--- config.mk ---
export PLATFORM = sky130hd
export DESIGN_NAME = text_overlay_scroll
export DESIGN_NICKNAME = d
export VERILOG_FILES = /design/src/rtl/text_overlay_pkg.sv /design/src/rtl/text_scroll_ctrl.sv /design/src/rtl/text_overlay_scroll.sv
export SDC_FILE = /design/constraint.sdc
export NUM_CORES = 1
export LEC_CHECK = 0
export ABC_AREA = 1
export BUFFER_PORTS_ARGS = -buffer_cell sky130_fd_sc_hd__buf_2
export CAP_MARGIN = 20
export CORE_UTILIZATION = 36
export CTS_CLUSTER_SIZE = 30
export DETAILED_ROUTE_END_ITERATION = 12
export SYNTH_ARGS = -nofsm -noshare
export SYNTH_HDL_FRONTEND = slang
export SYNTH_HIERARCHICAL = 1
export SYNTH_SLANG_ARGS = --single-unit
--- constraint.sdc ---
create_clock -name clk -period 7.35 [get_ports clk]
set_input_delay 0.735 -clock clk [delete_from_list [all_inputs] [get_ports clk]]
set_output_delay 0.735 -clock clk [all_outputs]
set_load 0.01 [all_outputs]
--- src/rtl/text_overlay_pkg.sv ---
// Shared constants and width helper for the scrolling text overlay.
// Mode and direction encodings are used by both the controller and the top level.
package text_overlay_pkg;

    localparam logic [1:0] MODE_STATIC = 2'b00;
    localparam logic [1:0] MODE_SCROLL = 2'b01;
    localparam logic [1:0] MODE_BOUNCE = 2'b10;
    localparam logic [1:0] MODE_FREEZE = 2'b11;

    localparam logic DIR_FWD = 1'b0;
    localparam logic DIR_REV = 1'b1;

    // Bits needed to hold the values 0..n-1 (never less than one bit).
    function automatic int cnt_w(input int n);
        return (n <= 2) ? 1 : $clog2(n);
    endfunction

endpackage

--- src/rtl/text_scroll_ctrl.sv ---
// Per-frame animation state: scroll offset, bounce direction, frame divider and blink.
// Valid/ready does not apply here; frame_tick is a single-cycle strobe.
module text_scroll_ctrl
    import text_overlay_pkg::*;
#(
    parameter int TEXT_W       = 46,
    parameter int WIN_W        = 46,
    parameter int FRAME_DIV    = 4,
    parameter int BLINK_FRAMES = 32
) (
    input  logic                        clk,
    input  logic                        rst,
    input  logic                        frame_tick,
    input  logic [1:0]                  mode,
    output logic [cnt_w(TEXT_W)-1:0]    offset,
    output logic                        blink_phase
);

    localparam int OW = cnt_w(TEXT_W);
    localparam int DW = cnt_w(FRAME_DIV);
    localparam int BW = cnt_w(BLINK_FRAMES);

    localparam logic [OW-1:0] OFF_LAST   = OW'(TEXT_W - 1);
    localparam logic [OW-1:0] OFF_MAX    = OW'(TEXT_W - WIN_W);
    localparam logic [DW-1:0] DIV_LAST   = DW'(FRAME_DIV - 1);
    localparam logic [BW-1:0] BLINK_LAST = BW'(BLINK_FRAMES - 1);

    logic [OW-1:0] offset_q, offset_d;
    logic          dir_q, dir_d;
    logic [DW-1:0] div_q, div_d;
    logic [BW-1:0] blink_cnt_q;
    logic          blink_phase_q;
    logic [1:0]    mode_q;

    logic mode_change;
    logic step;

    assign mode_change = (mode != mode_q);
    assign step        = frame_tick && (div_q == DIV_LAST);

    always_comb begin
        offset_d = offset_q;
        dir_d    = dir_q;
        div_d    = div_q;
        // A mode change wins over any step landing in the same cycle.
        if (mode_change) begin
            if (mode != MODE_FREEZE) begin
                offset_d = '0;
                dir_d    = DIR_FWD;
                div_d    = '0;
            end
        end else begin
            if (frame_tick && (mode != MODE_FREEZE)) begin
                div_d = step ? '0 : div_q + 1'b1;
            end
            case (mode)
                MODE_STATIC: begin
                    offset_d = '0;
                    dir_d    = DIR_FWD;
                end
                MODE_SCROLL: begin
                    if (step) begin
                        offset_d = (offset_q == OFF_LAST) ? '0 : offset_q + 1'b1;
                    end
                end
                MODE_BOUNCE: begin
                    // With no slack between window and bitmap the banner stays put.
                    if (step && (OFF_MAX != '0)) begin
                        if (dir_q == DIR_FWD) begin
                            offset_d = offset_q + 1'b1;
                            if (offset_q + 1'b1 == OFF_MAX) dir_d = DIR_REV;
                        end else begin
                            offset_d = offset_q - 1'b1;
                            if (offset_q == OW'(1)) dir_d = DIR_FWD;
                        end
                    end
                end
                default: begin
                end
            endcase
        end
    end

    always_ff @(posedge clk) begin
        if (rst) begin
            offset_q      <= '0;
            dir_q         <= DIR_FWD;
            div_q         <= '0;
            blink_cnt_q   <= '0;
            blink_phase_q <= 1'b0;
            mode_q        <= MODE_STATIC;
        end else begin
            offset_q <= offset_d;
            dir_q    <= dir_d;
            div_q    <= div_d;
            mode_q   <= mode;
            if (frame_tick) begin
                if (blink_cnt_q == BLINK_LAST) begin
                    blink_cnt_q   <= '0;
                    blink_phase_q <= ~blink_phase_q;
                end else begin
                    blink_cnt_q <= blink_cnt_q + 1'b1;
                end
            end
        end
    end

    assign offset      = offset_q;
    assign blink_phase = blink_phase_q;

endmodule

--- src/rtl/text_overlay_scroll.sv ---
// Bitmap text overlay with a scrolling/bouncing window and frame-rate blink.
// Beam position in, registered pixel-on flag out one cycle later.
module text_overlay_scroll
    import text_overlay_pkg::*;
#(
    parameter int TEXT_W       = 46,
    parameter int TEXT_H       = 9,
    parameter int WIN_W        = 46,
    parameter int CELL_SHIFT   = 3,
    parameter int ORIGIN_X     = 18,
    parameter int ORIGIN_Y     = 12,
    parameter int FRAME_DIV    = 4,
    parameter int BLINK_FRAMES = 32,
    parameter logic [TEXT_W*TEXT_H-1:0] BITMAP = {
        46'h0F0F_0F0F_0F0F, 46'h0, 46'h0F0F_0F0F_0F0F, 46'h0,
        46'h0F0F_0F0F_0F0F, 46'h0, 46'h0F0F_0F0F_0F0F, 46'h0,
        46'h0F0F_0F0F_0F0F}
) (
    input  logic       clk,
    input  logic       rst,
    input  logic [9:0] x,
    input  logic [9:0] y,
    input  logic       frame_tick,
    input  logic [1:0] mode,
    input  logic       blink_en,
    output logic       overlay_active
);

    localparam int OW = cnt_w(TEXT_W);
    localparam int SW = OW + 1;
    localparam int RW = cnt_w(TEXT_H);
    localparam int IW = cnt_w(TEXT_W * TEXT_H);

    // Window bounds in pixels; comparing unshifted values keeps the left/top edges exact.
    localparam logic [10:0] X_LO = 11'(ORIGIN_X << CELL_SHIFT);
    localparam logic [10:0] X_HI = 11'((ORIGIN_X + WIN_W) << CELL_SHIFT);
    localparam logic [10:0] Y_LO = 11'(ORIGIN_Y << CELL_SHIFT);
    localparam logic [10:0] Y_HI = 11'((ORIGIN_Y + TEXT_H) << CELL_SHIFT);
    localparam logic [SW-1:0] TW_S = SW'(TEXT_W);

    logic [OW-1:0] offset;
    logic          blink_phase;

    text_scroll_ctrl #(
        .TEXT_W       (TEXT_W),
        .WIN_W        (WIN_W),
        .FRAME_DIV    (FRAME_DIV),
        .BLINK_FRAMES (BLINK_FRAMES)
    ) u_ctrl (
        .clk         (clk),
        .rst         (rst),
        .frame_tick  (frame_tick),
        .mode        (mode),
        .offset      (offset),
        .blink_phase (blink_phase)
    );

    logic [10:0]   xe, ye;
    logic          visible;
    logic [OW-1:0] cx;
    logic [RW-1:0] cy;
    logic [SW-1:0] col_sum;
    logic [OW-1:0] col;
    logic [IW-1:0] bit_idx;
    logic          pixel;

    assign xe      = {1'b0, x};
    assign ye      = {1'b0, y};
    assign visible = (xe >= X_LO) && (xe < X_HI) && (ye >= Y_LO) && (ye < Y_HI);
    assign cx      = OW'((xe - X_LO) >> CELL_SHIFT);
    assign cy      = RW'((ye - Y_LO) >> CELL_SHIFT);

    // cx and offset are both below TEXT_W, so one conditional subtract wraps the column.
    assign col_sum = {1'b0, cx} + {1'b0, offset};
    assign col     = (col_sum >= TW_S) ? OW'(col_sum - TW_S) : OW'(col_sum);
    assign bit_idx = IW'(cy) * IW'(TEXT_W) + IW'(col);
    assign pixel   = visible && BITMAP[bit_idx] && !(blink_en && blink_phase);

    always_ff @(posedge clk) begin
        if (rst) begin
            overlay_active <= 1'b0;
        end else begin
            overlay_active <= pixel;
        end
    end

endmodule

# --- Word-level counts from Yosys, hierarchy flattened ---
# Memory sizes are Yosys's and may differ from the RTL's.
# Cells that the tools add are included.
totals:
  n_memories: 1
  in_bits: 26
  romBits: 512
  reg_bits: 17
classes:
  add_sub_neg: 8
  mul: 1
  bitwise_logic: 1
  reduce_logical: 15
  eq_ne: 8
  order_cmp: 6
  n_mux: 12
mem_list:
  columns: ["name", "words", "word_bits", "rd", "rd_clocked_by_memory_dff", "write_ports", "line", "source"]
  rows:
  - ["(name not given)", 512, 1, 1, 0, 0, "text_overlay_scroll.sv:77", "assign pixel = visible && BITMAP[bit_idx] && !(blink_en && blink_phase);"]
ops:
  columns: ["cell", "count"]
  rows:
  - ["$mux 6", 5]
  - ["$pmux 6 s2", 1]
  - ["$ge 10x7->1 const B", 1]
  - ["$ge 10x8->1 const B", 1]
  - ["$lt 10x10->1 const B", 1]
  - ["$lt 10x8->1 const B", 1]
  - ["$lt 9x10->1 const B", 1]
  - ["$add 9x6->9", 1]
  - ["$sub 9x8->9 const B", 1]
  - ["$logic_and 1x1->1", 8]
  - ["$mul 4x5->8 const B", 1]
  - ["$mux 2", 4]
  - ["$add 6x6->7", 1]
  - ["$ge 7x6->1 const B", 1]
  - ["$sub 7x7->7 const B", 1]
  - ["$add 6x1->6 const B", 1]
  - ["$eq 6x6->1 const B", 1]
  - ["$sub 6x6->6 const B", 1]
  - ["$add 5x1->5 const B", 1]
  - ["$eq 5x5->1 const B", 1]
  - ["$mux 5", 1]
  - ["$ne 2x2->1 const B", 2]
  - ["$reduce_and 2->1", 2]
  - ["$ne 3x1->1 const B", 1]
  - ["11 further kinds", 11]

# --- Logic depth before layout (Yosys ltp) ---
logic_depth:
  depth_word: 9
  depth_mapped: 28
  ltp_nobuf: 28

# --- Cells and area by module ---
# Netlist, hierarchy kept.
by_module_without_submodules:
  columns: ["mod", "cells_per_inst", "area_each_um2", "seq_area_each_um2", "instances"]
  rows:
  - ["text_overlay_scroll", 220, 1467.7, 20.0, 1]
  - ["text_scroll_ctrl", 138, 932.1, 320.3, 1]

# --- Worst setup path before layout ---
# OpenSTA, ideal clock, no wires.
synth_path:
  path_type: "in2reg"
  startpoint: "input port x[4]"
  endpoint: "register overlay_active"
  path_buffers: 0
  cell_stages: 27
  t_arrival_ns: 3.987
  setup_ns: 0.070
  slack_ns: 3.293
  path_cell_list: "inv_1 > ha_1 > inv_1 > ha_1 > inv_2 > nand2_1 > nand2_1 > inv_1 > ha_1 > nand3_2 > nand2_4 > a21oi_4 > nand2_4 > nand2_1 > o21ai_0 > fa_1 > a21oi_1 > o21bai_1 > xor2_1 > inv_1 > nor2_1 > nand3_1 > nand3_1 > nand3_1 > nand2_1 > nand2_1 > a21oi_1"
synth_between:
  elab_chain_len: 9
  word_cells_on_any_way: 15
  cone_classes: "4 x add/sub; 3 x order compare; 2 x mux; 5 x reduce/logical; 1 x memory"
synth_rtl:
  columns: ["item", "line", "source"]
  rows:
  - ["from (decl)", "text_overlay_scroll.sv:21", "input logic [9:0] x,"]
  - ["$sub 9x8->9", "text_overlay_scroll.sv:70", "assign cx = OW'((xe - X_LO) >> CELL_SHIFT);"]
  - ["$add 6x6->7", "text_overlay_scroll.sv:74", "assign col_sum = {1'b0, cx} + {1'b0, offset};"]
  - ["$sub 6x6->6 / $ge 7x6->1 (equally long branches)", "text_overlay_scroll.sv:75", "assign col = (col_sum >= TW_S) ? OW'(col_sum - TW_S) : OW'(col_sum);"]
  - ["$mux 6", "text_overlay_scroll.sv:75", null]
  - ["$add 9x6->9", "text_overlay_scroll.sv:76", "assign bit_idx = IW'(cy) * IW'(TEXT_W) + IW'(col);"]
  - ["$mem_v2 512x1", null, null]
  - ["$mux 1 (not written as such)", "text_overlay_scroll.sv:77", null]
  - ["$logic_and 1x1->1 (*) (2 in series)", "text_overlay_scroll.sv:77", null]
  - ["to (signal assigned)", "text_overlay_scroll.sv:83", "overlay_active <= pixel;"]
  - ["to (decl)", "text_overlay_scroll.sv:26", "output logic overlay_active"]
# Every way passes the cells marked *; elsewhere a longest branch is shown, timed or not. The select of a mux whose other input is x is not followed.
# A chain may end at the register's enable or synchronous reset.

# --- Worst setup path in the final report ---
# Ends and elaborated chain as after synthesis.

==> impl.org <==
** Clock tree
- The clock drives 17 sinks.
- Buffers added to address setup during post-CTS repair amount to 0.
- TritonCTS built the clock tree.
- Clock Root Buffer :: clkbuf_8
- For the worst-skew pair, the clock arrives at the later sink with an insertion delay of 250 ps.
- Clock slew at reported path FFs :: 70 ps
- Clk buf depth :: 2
- CTS built an H-tree with a depth of 1.
- After clock tree synthesis, the repair step resized 0 gates.
- Hold buffer count at CTS :: 0
- Clock tree synthesis inserted a total of 3 buffers.

** STA
- Hold is met by 504 ps.
- Measured against its own limit, the worst slew margin works out to 0.468.
- Dividing the final minimum period by the clock period gives 0.595.
- Transition at the pin with the smallest max-transition slack :: between 700 and 800 ps
- The number of failing hold endpoints at the final stage was 0.
- Across the routed clock network, the largest skew measured is 8.34 ps.
- Count of final setup violators :: 0
- Timing-limited maximum frequency :: 229 MHz
- Setup repair after global routing missed its margin :: false
- The worst path in the final design needs a cycle of 4370 ps, including I/O delays and setup.
- Setup slack on the critical path of the routed design comes to between 2000 and 3000 ps.
- Number of max-slew violations in the final report :: 0
- Sum Neg Setup Slack :: 0 ps

** Routing
- Total Wirelength :: 4920 microns
- Starting DRC count in detailed routing :: 82
- Detailed-route via count :: between 2000 and 2500
- Before antenna repair, the detailed router went through 4 iterations.
- In the routed design, unresolved DRC markers number 0.
- Routed wire length per instance :: between 10 and 15 microns
- ANT nets after route :: 0
- Vias per inst :: between 4 and 5

** Logic synthesis
- Synthesized flop and latch total :: 17
- Cell type with the largest total area after synthesis :: ha_1
- Sorting the synthesized cells by how often they occur yields nand2_1 (68), inv_1 (57), nor2_1 (38), ha_1 (34), nand3_1 (34).
- Fraction of the yosys area taken by sequential cells :: 0.142
- The portion of synthesized area spent on multiplexers is 0.
- Most common cell in the netlist :: nand2_1
- Synth Cell Area :: 2400 sq um
- Among all flip-flop cells after synthesis, the most frequent one is dfxtp_1.
- Dividing the synthesized area by the synthesized cell count gives 6.70 sq um.
- Area share of xor/xnor cells in the synthesized design :: 0.0547
- When the netlist entered floorplanning its net count stood at 421.
- Post-synthesis adder-cell area fraction :: 0.202
- Synthesis produced a netlist whose cell count is 358.
- Simple-gate share of the synthesized area :: 0.404
- Post-synth top area share :: 0.177
- Synthesis Warnings :: 6
- Ranked by total cell area, the synthesized netlist is headed by ha_1 (18%), dfxtp_1 (14%), nand2_1 (11%), inv_1 (8.9%), nand3_1 (7.1%).
- By area, the combinational part of the netlist is dominated by simple AND/OR/NAND/NOR gates.
- Of all flip-flops after synthesis, the portion carrying an async set or reset was 0.
- Synth Area in Compound Gates :: 0.0928
- Counting flops with a built-in enable in the synthesized netlist gives 0.
- Synthesis instantiated 33 different standard cells from the library.

** Job
- Max-cap violations in this run came to 0.

** Die
- FP Rows :: 29
- The core region is 6390 sq um.
- Pin placement for this block handled 27 I/O pins.
- The die is 83.6 microns wide.
- The initial utilization of the core area, before any placement, comes to 0.376.
- Die footprint :: 7000 sq um
- Chip height :: 83.6 microns

** GRT
- For this run, global-route usage on met3 was measured as 0.0178.
- In the global route stage, met1 resource usage came out at 0.196.
- Across every metal layer, demand over resource in global routing totals 0.149.
- The number of antenna violations at the first check in global routing came to 0.
- Number of global-route vias before repair :: 2062
- The first global-routing pass estimated 8760 microns of wire.
- Pin count of the biggest net entering global routing :: 13
- Remaining global-route overflow :: 0
- Routing usage on met2 :: 0.262
- The layer flagged by global routing as most heavily used is met2.

** Worst hold path
- Start point of the worst hold path :: u_ctrl/blink_cnt_q[1]$_SDFFE_PP0P_
- Sink of the worst hold path :: u_ctrl/blink_cnt_q[1]$_SDFFE_PP0P_
- The min-delay analysis places its worst path in the category reg2reg.
- Depth of the worst hold-timing path :: 2

** Placed design
- DP Wirelength :: 4170 microns
- OpenSTA, run right after detailed placement, puts the worst setup slack at 2710 ps.
- GPL Wtd Cong :: 0.818
- After detailed placement, the design holds a cell count of 458.
- Count of port buffers added during placement :: 26

** Outcome
- The flow ran to the end, and the final reports show no timing, DRC or antenna violations.

** Finish
- Layout Nets :: about 450
- Number of filler instances in the final layout :: 688
- Cell Count, Final, Fillers Out :: roughly 460
- Fraction of layout instances using a drive strength above 1 :: 0.169
- From synthesis to final layout, the design area changed by 10.1%.
- Antenna Diode Count :: 0

** Worst setup path
- Crit end category :: register
- CP Launch Type :: input port
- In this run the critical register-to-register path is launched from u_ctrl/offset[0]$_SDFFE_PP0P_.
- The setup check on the worst reg-to-reg path leaves a slack of 3250 ps.
- The critical path is of the in2reg type.
- Req. time, crit path :: approximately 7500 ps
- Critical path data arrival time :: between 4000 and 5000 ps
- Reg2reg path depth :: 26
- Of all nets on the critical path, the largest fanout is 5.
- The endpoint identified for the worst register-to-register timing path is overlay_active$_SDFF_PP0_.

** Pwr
- Leakage power total :: ~1.4 nW
- Total power draw :: approximately 0.00050 W
- Power Dens Cells :: 188 nW/um^2
- Maximum ir drop on the vdd rail :: 0.124 mV
[cell families after synthesis]
| family | count (synthesis) |
|---|---|
| simple gates | 189 |
| xor+xnor | 15 |
| flops | 17 |
| buf+inv | 62 |
| fa+ha+maj | 37 |
| compound gates | 38 |
[where the power goes]
group | total (W) | switching (W) | internal [W]
logic | 0.000326 | 0.000203 | 0.000123
clock network | 0.0000705 | 0.0000321 | 0.0000384
registers | 0.0000991 | 0.00000333 | 0.0000958
[critical path, cell delays in order]
cell and delay (ps):
buf_2 120, inv_1 70, ha_1 220, a21oi_1 260
xnor2_1 160, ha_1 320, a21oi_1 190, nand2_2 110
nor2_1 130, nand3_2 130, nand2_4 120, nand2_1 70
xor2_1 150, ha_1 360, a21oi_1 350, nor2_1 70
a211oi_1 310, nand2_2 120, nand2_4 100, nand2_2 70
nor2_1 90, nand3_1 70, nand3_1 70, nand2_1 60
a21oi_1 110
[worst max path at each step]
stage | startpoint | to | cells after the start
2_1_floorplan | x[4] | overlay_active$_SDFF_PP0_ | 27
5_1_grt | x[4] | overlay_active$_SDFF_PP0_ | 28
4_1_cts | x[4] | overlay_active$_SDFF_PP0_ | 25
6_report | x[4] | overlay_active$_SDFF_PP0_ | 25
3_3_place_gp | x[4] | overlay_active$_SDFF_PP0_ | 24
3_5_place_dp | x[4] | overlay_active$_SDFF_PP0_ | 25
[metrics by stage]
stage	util	instance area (sq um)
4_1_cts	0.414	2640
2_1_floorplan	-	2400
3_3_place_gp	0.407	2600
3_5_place_dp	0.407	2600
5_1_grt	0.414	2640
6_report	0.414	2640
[flip-flops by register name (all words and copies together), names as in the netlist]
name,count
u_ctrl/offset,6
u_ctrl/blink_cnt_q,5
u_ctrl/div_q,2
u_ctrl/mode_q,2
overlay_active,1
u_ctrl/blink_phase,1
[layer usage]
metal	up-vias	part of all wire
met2	22	0.47
li1	1220	-
met5	-	0
met3	2	0.024
met1	984	0.50
met4	0	0.0047
[area by class of cell]
type                            instances  area (sq um)  area share
Multi-Input combinational cell        279          1810       0.685
Tap cell                               77          96.3      0.0365
Timing Repair Buffer                   26           130      0.0493
Clock buffer                            4          45.0      0.0171
Inverter                               59           221      0.0838
Sequential cell                        17           340       0.129
[cell usage in the layout (no fill, tap or decap)]
cell / count
nand3_4: 1
a31oi_1: 1
nand4_2: 1
a211oi_1: 1
nand3_1: 34
buf_2: 26
nor4b_1: 1
inv_1: 57
inv_2: 2
nand2_1: 68
clkbuf_8: 3
xnor2_1: 3
nand4_1: 6
nor3_1: 8
nand3_2: 9
nor2_2: 2
xor2_1: 12
o21bai_1: 4
nand2_2: 11
dfxtp_1: 17
nand2_4: 6
ha_1: 34
nand4_4: 1
a21oi_2: 1
a21oi_4: 1
and2_1: 1
nor4_1: 1
nor2_1: 38
o21ai_0: 7
a21oi_1: 22
nor2_4: 1
a2111oi_0: 1
fa_1: 3
clkbuf_1: 1
No activity file was read; power rests on OpenSTA's default activity.
